--- src/rtl/game_state_ctrl.sv ---
// Game-flow controller for the Pacman top level.
// Tracks lives, level and the frightened (power-pill) window, detects
// pacman/ghost tile collisions and sequences the game states. The state
// output is decoded into sprite, map-writer and pill-counter resets and
// the ghost AI enable.
module game_state_ctrl #(
  parameter int NUM_GHOSTS   = 2,
  parameter int X_W          = 6,
  parameter int Y_W          = 5,
  parameter int PILL_W       = 16,
  parameter int LIVES_INIT   = 3,
  parameter int LEVEL_MAX    = 7,
  parameter int RESUME_DELAY = 250000000,
  parameter int CLEAR_DELAY  = 100000000,
  parameter int FRIGHT_TIME  = 400000000
) (
  input  logic                      CLOCK_50,
  input  logic                      reset,
  input  logic                      start,
  input  logic [X_W-1:0]            pac_x,
  input  logic [Y_W-1:0]            pac_y,
  input  logic [NUM_GHOSTS*X_W-1:0] ghost_x,
  input  logic [NUM_GHOSTS*Y_W-1:0] ghost_y,
  input  logic [PILL_W-1:0]         pill_count,
  input  logic                      power_eaten,
  output logic [2:0]                state,
  output logic [2:0]                lives,
  output logic [2:0]                level,
  output logic                      frightened,
  output logic [NUM_GHOSTS-1:0]     ghost_eaten,
  output logic                      sprite_reset,
  output logic                      map_wr_reset,
  output logic                      pill_reset,
  output logic                      ghost_enable
);

  typedef enum logic [2:0] {
    ST_IDLE        = 3'd0,
    ST_PLAY        = 3'd1,
    ST_RESUME      = 3'd2,
    ST_LEVEL_CLEAR = 3'd3,
    ST_OVER        = 3'd4,
    ST_WON         = 3'd5
  } state_e;

  // The shared delay counter is loaded with delay-1 on entry and counts down
  // to zero, so $clog2 of the longest delay is always wide enough.
  localparam int DLY_MAX = (RESUME_DELAY > CLEAR_DELAY) ? RESUME_DELAY : CLEAR_DELAY;
  localparam int CNT_W   = (DLY_MAX > 1) ? $clog2(DLY_MAX) : 1;
  localparam int FR_W    = (FRIGHT_TIME > 1) ? $clog2(FRIGHT_TIME) : 1;

  localparam logic [CNT_W-1:0] RESUME_LOAD = CNT_W'(RESUME_DELAY - 1);
  localparam logic [CNT_W-1:0] CLEAR_LOAD  = CNT_W'(CLEAR_DELAY - 1);
  localparam logic [FR_W-1:0]  FR_LOAD     = FR_W'(FRIGHT_TIME - 1);
  localparam logic [2:0]       LIVES_RST   = 3'(LIVES_INIT);
  localparam logic [2:0]       LEVEL_TOP   = 3'(LEVEL_MAX);

  state_e                  state_q, state_d;
  logic [2:0]              lives_q, lives_d;
  logic [2:0]              level_q, level_d;
  logic                    fright_q, fright_d;
  logic [FR_W-1:0]         fr_cnt_q, fr_cnt_d;
  logic [CNT_W-1:0]        cnt_q, cnt_d;
  logic [NUM_GHOSTS-1:0]   ghost_eaten_q, ghost_eaten_d;
  logic [NUM_GHOSTS-1:0]   hit, hit_q;
  logic                    any_hit;
  logic                    fr_eff;

  // Per-ghost tile collision against pacman's next tile.
  always_comb begin
    hit = '0;
    for (int i = 0; i < NUM_GHOSTS; i++) begin
      hit[i] = (pac_x == ghost_x[i*X_W +: X_W]) && (pac_y == ghost_y[i*Y_W +: Y_W]);
    end
  end

  assign any_hit = |hit;
  // A power pill eaten in the same cycle as a contact already protects pacman.
  assign fr_eff  = fright_q | power_eaten;

  // State, lives/level, delay counter and fright timer updates.
  always_comb begin
    // NOTE: every variable gets a default before the case so no path leaves it unassigned and no latch is inferred.
    state_d       = state_q;
    lives_d       = lives_q;
    level_d       = level_q;
    cnt_d         = cnt_q;
    ghost_eaten_d = '0;
    fright_d      = 1'b0;
    fr_cnt_d      = '0;

    unique case (state_q)
      ST_IDLE: begin
        lives_d = LIVES_RST;
        level_d = 3'd0;
        if (start) state_d = ST_PLAY;
      end

      ST_PLAY: begin
        if (pill_count == '0) begin
          if (level_q == LEVEL_TOP) begin
            state_d = ST_WON;
          end else begin
            level_d = level_q + 3'd1;
            cnt_d   = CLEAR_LOAD;
            state_d = ST_LEVEL_CLEAR;
          end
        end else if (any_hit && fr_eff) begin
          // Edge-detect per ghost so a lingering contact pulses only once.
          ghost_eaten_d = hit & ~hit_q;
        end else if (any_hit) begin
          if (lives_q > 3'd1) begin
            lives_d = lives_q - 3'd1;
            cnt_d   = RESUME_LOAD;
            state_d = ST_RESUME;
          end else begin
            lives_d = 3'd0;
            state_d = ST_OVER;
          end
        end
      end

      ST_RESUME, ST_LEVEL_CLEAR: begin
        if (cnt_q == '0) state_d = ST_PLAY;
        else             cnt_d   = cnt_q - CNT_W'(1);
      end

      ST_OVER, ST_WON: begin
        if (!start) state_d = ST_IDLE;
      end

      default: state_d = ST_IDLE;
    endcase

    // The fright window only lives inside PLAY; leaving PLAY clears it.
    if (state_q == ST_PLAY && state_d == ST_PLAY) begin
      if (power_eaten) begin
        fright_d = 1'b1;
        fr_cnt_d = FR_LOAD;
      end else if (fright_q && fr_cnt_q != '0) begin
        fright_d = 1'b1;
        fr_cnt_d = fr_cnt_q - FR_W'(1);
      end
    end
  end

  // Registered state with synchronous reset overriding all inputs.
  always_ff @(posedge CLOCK_50) begin
    // NOTE: sequential state uses non-blocking assignments so every register samples pre-edge values.
    if (reset) begin
      state_q       <= ST_IDLE;
      lives_q       <= LIVES_RST;
      level_q       <= 3'd0;
      fright_q      <= 1'b0;
      fr_cnt_q      <= '0;
      cnt_q         <= '0;
      ghost_eaten_q <= '0;
      hit_q         <= '0;
    end else begin
      state_q       <= state_d;
      lives_q       <= lives_d;
      level_q       <= level_d;
      fright_q      <= fright_d;
      fr_cnt_q      <= fr_cnt_d;
      cnt_q         <= cnt_d;
      ghost_eaten_q <= ghost_eaten_d;
      hit_q         <= hit;
    end
  end

  // Moore decode of the current state into the block resets and AI enable.
  always_comb begin
    {sprite_reset, map_wr_reset, pill_reset, ghost_enable} = 4'b0000;
    unique case (state_q)
      ST_IDLE:        {sprite_reset, map_wr_reset, pill_reset, ghost_enable} = 4'b1110;
      ST_PLAY:        {sprite_reset, map_wr_reset, pill_reset, ghost_enable} = 4'b0001;
      ST_RESUME:      {sprite_reset, map_wr_reset, pill_reset, ghost_enable} = 4'b1000;
      ST_LEVEL_CLEAR: {sprite_reset, map_wr_reset, pill_reset, ghost_enable} = 4'b1110;
      ST_OVER,
      ST_WON:         {sprite_reset, map_wr_reset, pill_reset, ghost_enable} = 4'b0100;
      default:        {sprite_reset, map_wr_reset, pill_reset, ghost_enable} = 4'b0000;
    endcase
  end

  assign state       = state_q;
  assign lives       = lives_q;
  assign level       = level_q;
  assign frightened  = fright_q;
  assign ghost_eaten = ghost_eaten_q;

endmodule

--- config.mk ---
export PLATFORM = sky130hd
export DESIGN_NAME = game_state_ctrl
export DESIGN_NICKNAME = d
export VERILOG_FILES = /design/src/rtl/game_state_ctrl.sv
export SDC_FILE = /design/constraint.sdc
export NUM_CORES = 1
export LEC_CHECK = 0
export CORE_ASPECT_RATIO = 1.75
export CORE_MARGIN = 5
export CORE_UTILIZATION = 53
export CTS_CLUSTER_DIAMETER = 150
export DETAILED_ROUTE_END_ITERATION = 8
export PLACE_DENSITY = 0.84
export SLEW_MARGIN = 10
export SYNTH_ARGS = -nofsm -noshare
export SYNTH_HDL_FRONTEND = slang
export SYNTH_SLANG_ARGS = --single-unit
--- constraint.sdc ---
create_clock -name CLOCK_50 -period 3.08 [get_ports CLOCK_50]
set_input_delay 0.308 -clock CLOCK_50 [delete_from_list [all_inputs] [get_ports CLOCK_50]]
set_output_delay 0.308 -clock CLOCK_50 [all_outputs]
set_load 0.005 [all_outputs]
==> reports/metrics.csv <==
stage,metric,value,unit
power_and_ir_drop,switch share,24.3,%
sta,final worst path period share,87.4,%
synthesis,Mapped Area,4010,µm²
layout,Final Non-Filler Cells,658,
synthesis,largest cells by area after synthesis,"dfxtp_1 (35%), xor2_1 (8.1%), nor2_1 (5.9%), a21oi_1 (5.1%), nor4_1 (3.7%)",
sta,crit path time final,2.69,ns
route,DRT Pass-1 Iters,6,
synthesis,largest family of logic cells by synthesized area,simple AND/OR/NAND/NOR gates,
layout,ant diodes,0,
grt,vias in the first global route,4413,
cts,CTS tree,yes,
sta,Slew @ Worst Pin,0.651,ns
cts,# clock sinks,71,
critical_path,critical path buffer and inverter count,2,
route,drt drc,0,
synthesis,xor and xnor area share after synthesis,11.1,%
sta,sum of negative setup slack,0,ns
sta,headroom to the max-slew limit,56.0,%
grt,initial antenna violation count,0,
synthesis,Synth Area in Compound Gates,21.1,%
critical_path,Crit. End Element,register,
die,die area,9480,µm²
sta,RSZ-0062 raised after global routing,false,
grt,gr usage total,27.9,%
layout,"Core Util, Final",68.9,%
power_and_ir_drop,leakage,2.09,nW
route,Via-to-Cell Ratio,6.39,
cts,number of setup buffers added after CTS,0,
sta,max-slew violations,0,
critical_path,WP data arrival,2.92,ns
route,Avg WL per Cell,18.9,µm
route,Via Count,4205,
route,Post-Route WL,12400,µm
power_and_ir_drop,Comb pwr share,14.9,%
synthesis,"Async S/R FF share, synth",0,%
critical_path,CP required,3.31,ns
die,Rows,42,
place,Cell Count Post-Placement,642,
synthesis,Synth warnings,0,
sta,Max Fclk,371,MHz
die,initial core utilization,53.8,%
sta,# setup viols final,0,
cts,H-Tree Depth,3,
power_and_ir_drop,Internal,1.82,mW
route,post-route ant nets,0,
critical_path,slowest CP cell,or4b_1,
synthesis,"Seq/Total Area, Yosys",35.4,%
synthesis,Post-synth EDFFs,0,
power_and_ir_drop,sequential power share,39.3,%
cts,clk root buf,clkbuf_16,
die,core area,7460,µm²
critical_path,Worst Setup Start Kind,register,
critical_path,CP max stage delay,0.55,ns
power_and_ir_drop,Peak VDD IR,0.263,mV
route,starting DRC count in detailed routing,312,
run_status,outcome,completed,
cts,"Reg clk slew, reported paths",0.06,ns
synthesis,ys flop type,dfxtp_1,
critical_path,critical path peak fanout,5,
synthesis,Synth top area share,35.4,%
layout,FILL cells,622,
place,post-DP HPWL,9450,µm
layout,fin nets,623,
die,die height,125,µm
cts,cts hold-fix bufs,0,
layout,share of cells above drive strength 1,8.95,%
grt,total grt overflow,0,
synthesis,Syn Inst Count,489,
power_and_ir_drop,Design Power,2.41,mW
die,Die X,75.8,µm
synthesis,"area leader, netlist",dfxtp_1,
synthesis,adder-cell share of the synthesized area,1.56,%
critical_path,family with the most delay on the worst path,simple AND/OR/NAND/NOR gates,
layout,most frequent cells in the layout,"dfxtp_1 (71), clkdlybuf4s50_1 (68), nor2_1 (63), a21oi_1 (41), xor2_1 (37)",
place,gpl congestion,1.02,
place,Place WS,0.256,ns
synthesis,syn nets,547,
sta,Final Worst Setup Slack,0.387,ns
layout,"commonest non-fill, non-tap cell in the layout",dfxtp_1,
cts,Worst-Skew Late Latency,0.34,ns
power_and_ir_drop,clock network power share,45.8,%
power_and_ir_drop,Sw Pwr,585,µW
sta,Final Hold Violating Endpoints,0,
grt,first-pass GRT wire length,20600,µm
run,Max-Cap Viols,0,
layout,Layout area overhead,28.1,%
sta,clock skew,0.00589,ns
synthesis,synth unique cells,64,
synthesis,post-synthesis simple-gate area fraction,26.6,%
die,I/O Pins,69,
cts,clk buf depth,2,
critical_path,critical path type,reg -> reg,
synthesis,Syn Area/Cell,8.20,µm²
grt,largest net degree at the start of global routing,20,
critical_path,cells along the critical path,"inv_1, ha_1, or4b_1, nor3_1, nand3_1, buf_4, or3b_1, a31oi_1, nor2_1",
cts,CTS resizes,0,
place,Port Buffers,68,
worst_hold_path,worst hold path type,reg -> reg,
synthesis,mux contribution to synthesized area,0.499,%
synthesis,post-synthesis register bit count,71,
cts,CTS Buf Count,9,
power_and_ir_drop,Pwr Density,469,nW/µm²
[logic make-up after synthesis]
kind of cell / Yosys count
buffers and inverters: 36
AND/OR/NAND/NOR: 200
AO/OA/AOI/OAI: 124
flip-flops: 71
adder cells (fa/ha/maj): 5
multiplexers: 2
XOR/XNOR: 51
[synthesized netlist by cell type, drive strengths merged (2+ instances only)]
cell type / instances
ha: 5
a211o: 2
o31ai: 3
nor2: 64
clkbuf: 13
o21a: 6
nor3: 23
xnor2: 14
a31o: 4
a31oi: 12
and4: 4
nand2b: 6
a211oi: 3
o22ai: 6
a311oi: 4
nand3: 17
mux2i: 2
o211a: 2
or2: 3
and3: 2
or3: 4
o311ai: 3
or3b: 2
a22oi: 2
o2bb2ai: 2
inv: 19
and2: 3
nor4: 26
o211ai: 5
xor2: 37
a21oi: 41
o221a: 3
a32oi: 2
o31a: 3
nand4: 4
buf: 3
or4: 10
dfxtp: 71
a221oi: 2
nor3b: 2
nor2b: 2
nand2: 24
a21o: 2
o21ai: 13
[layer usage]
layer,part of all wire [%],vias up,track usage (%)
met3,5.9,87,4.98
li1,-,1965,-
met5,0,-,0
met1,33,1944,28.5
met4,7.8,0,18.6
met2,54,209,48.7
[sequential cells by signal, indices dropped and copies added, names as in the netlist]
signal       cells
fr_cnt_q        29
cnt_q           28
level            3
lives            3
state            3
ghost_eaten      2
hit_q            2
frightened       1
[path summary, 6_finish.rpt]
path | slack (ns) | depth (start not counted) | end | startpoint
worst min-delay path | 0.40 | 1 | ghost_eaten[0] | hit_q[0]
worst max register to register | 0.39 | 9 | fr_cnt_q[28] | fr_cnt_q[0]
worst max-delay path | 0.39 | 9 | fr_cnt_q[28] | fr_cnt_q[0]
worst min register to register | 0.40 | 1 | ghost_eaten[0] | hit_q[0]
[cell type report]
class,instances,area (µm²),area share (%)
inverter,20,75.1,1.46
multi-input combinational,382,2440,47.5
timing repair buffer,81,778,15.1
clock inverter,6,85.1,1.66
tap,88,110,2.14
clock buffer,10,229,4.46
sequential,71,1420,27.7
[power by group through the flow]
stage / clock, mW / sequential [mW] / combinational [mW]
after floorplan: 0 / 0.963 / 0.213
after global placement: 0 / 0.965 / 0.345
after detailed placement: 0 / 0.966 / 0.355
after CTS: 1.12 / 0.946 / 0.358
after global routing: 1.16 / 0.948 / 0.391
final: 1.10 / 0.947 / 0.359
[per-stage QoR]
step / area [µm²] / hold WS [ns]
final: 5140 / 0.395
after global routing: 5140 / 0.397
after CTS: 5140 / 0.391
after detailed placement: 4820 / 0.387
after global placement: 4820 / 0.385
after floorplan: 4010 / 0.375
Note: power is estimated with default switching activity, not from simulation.
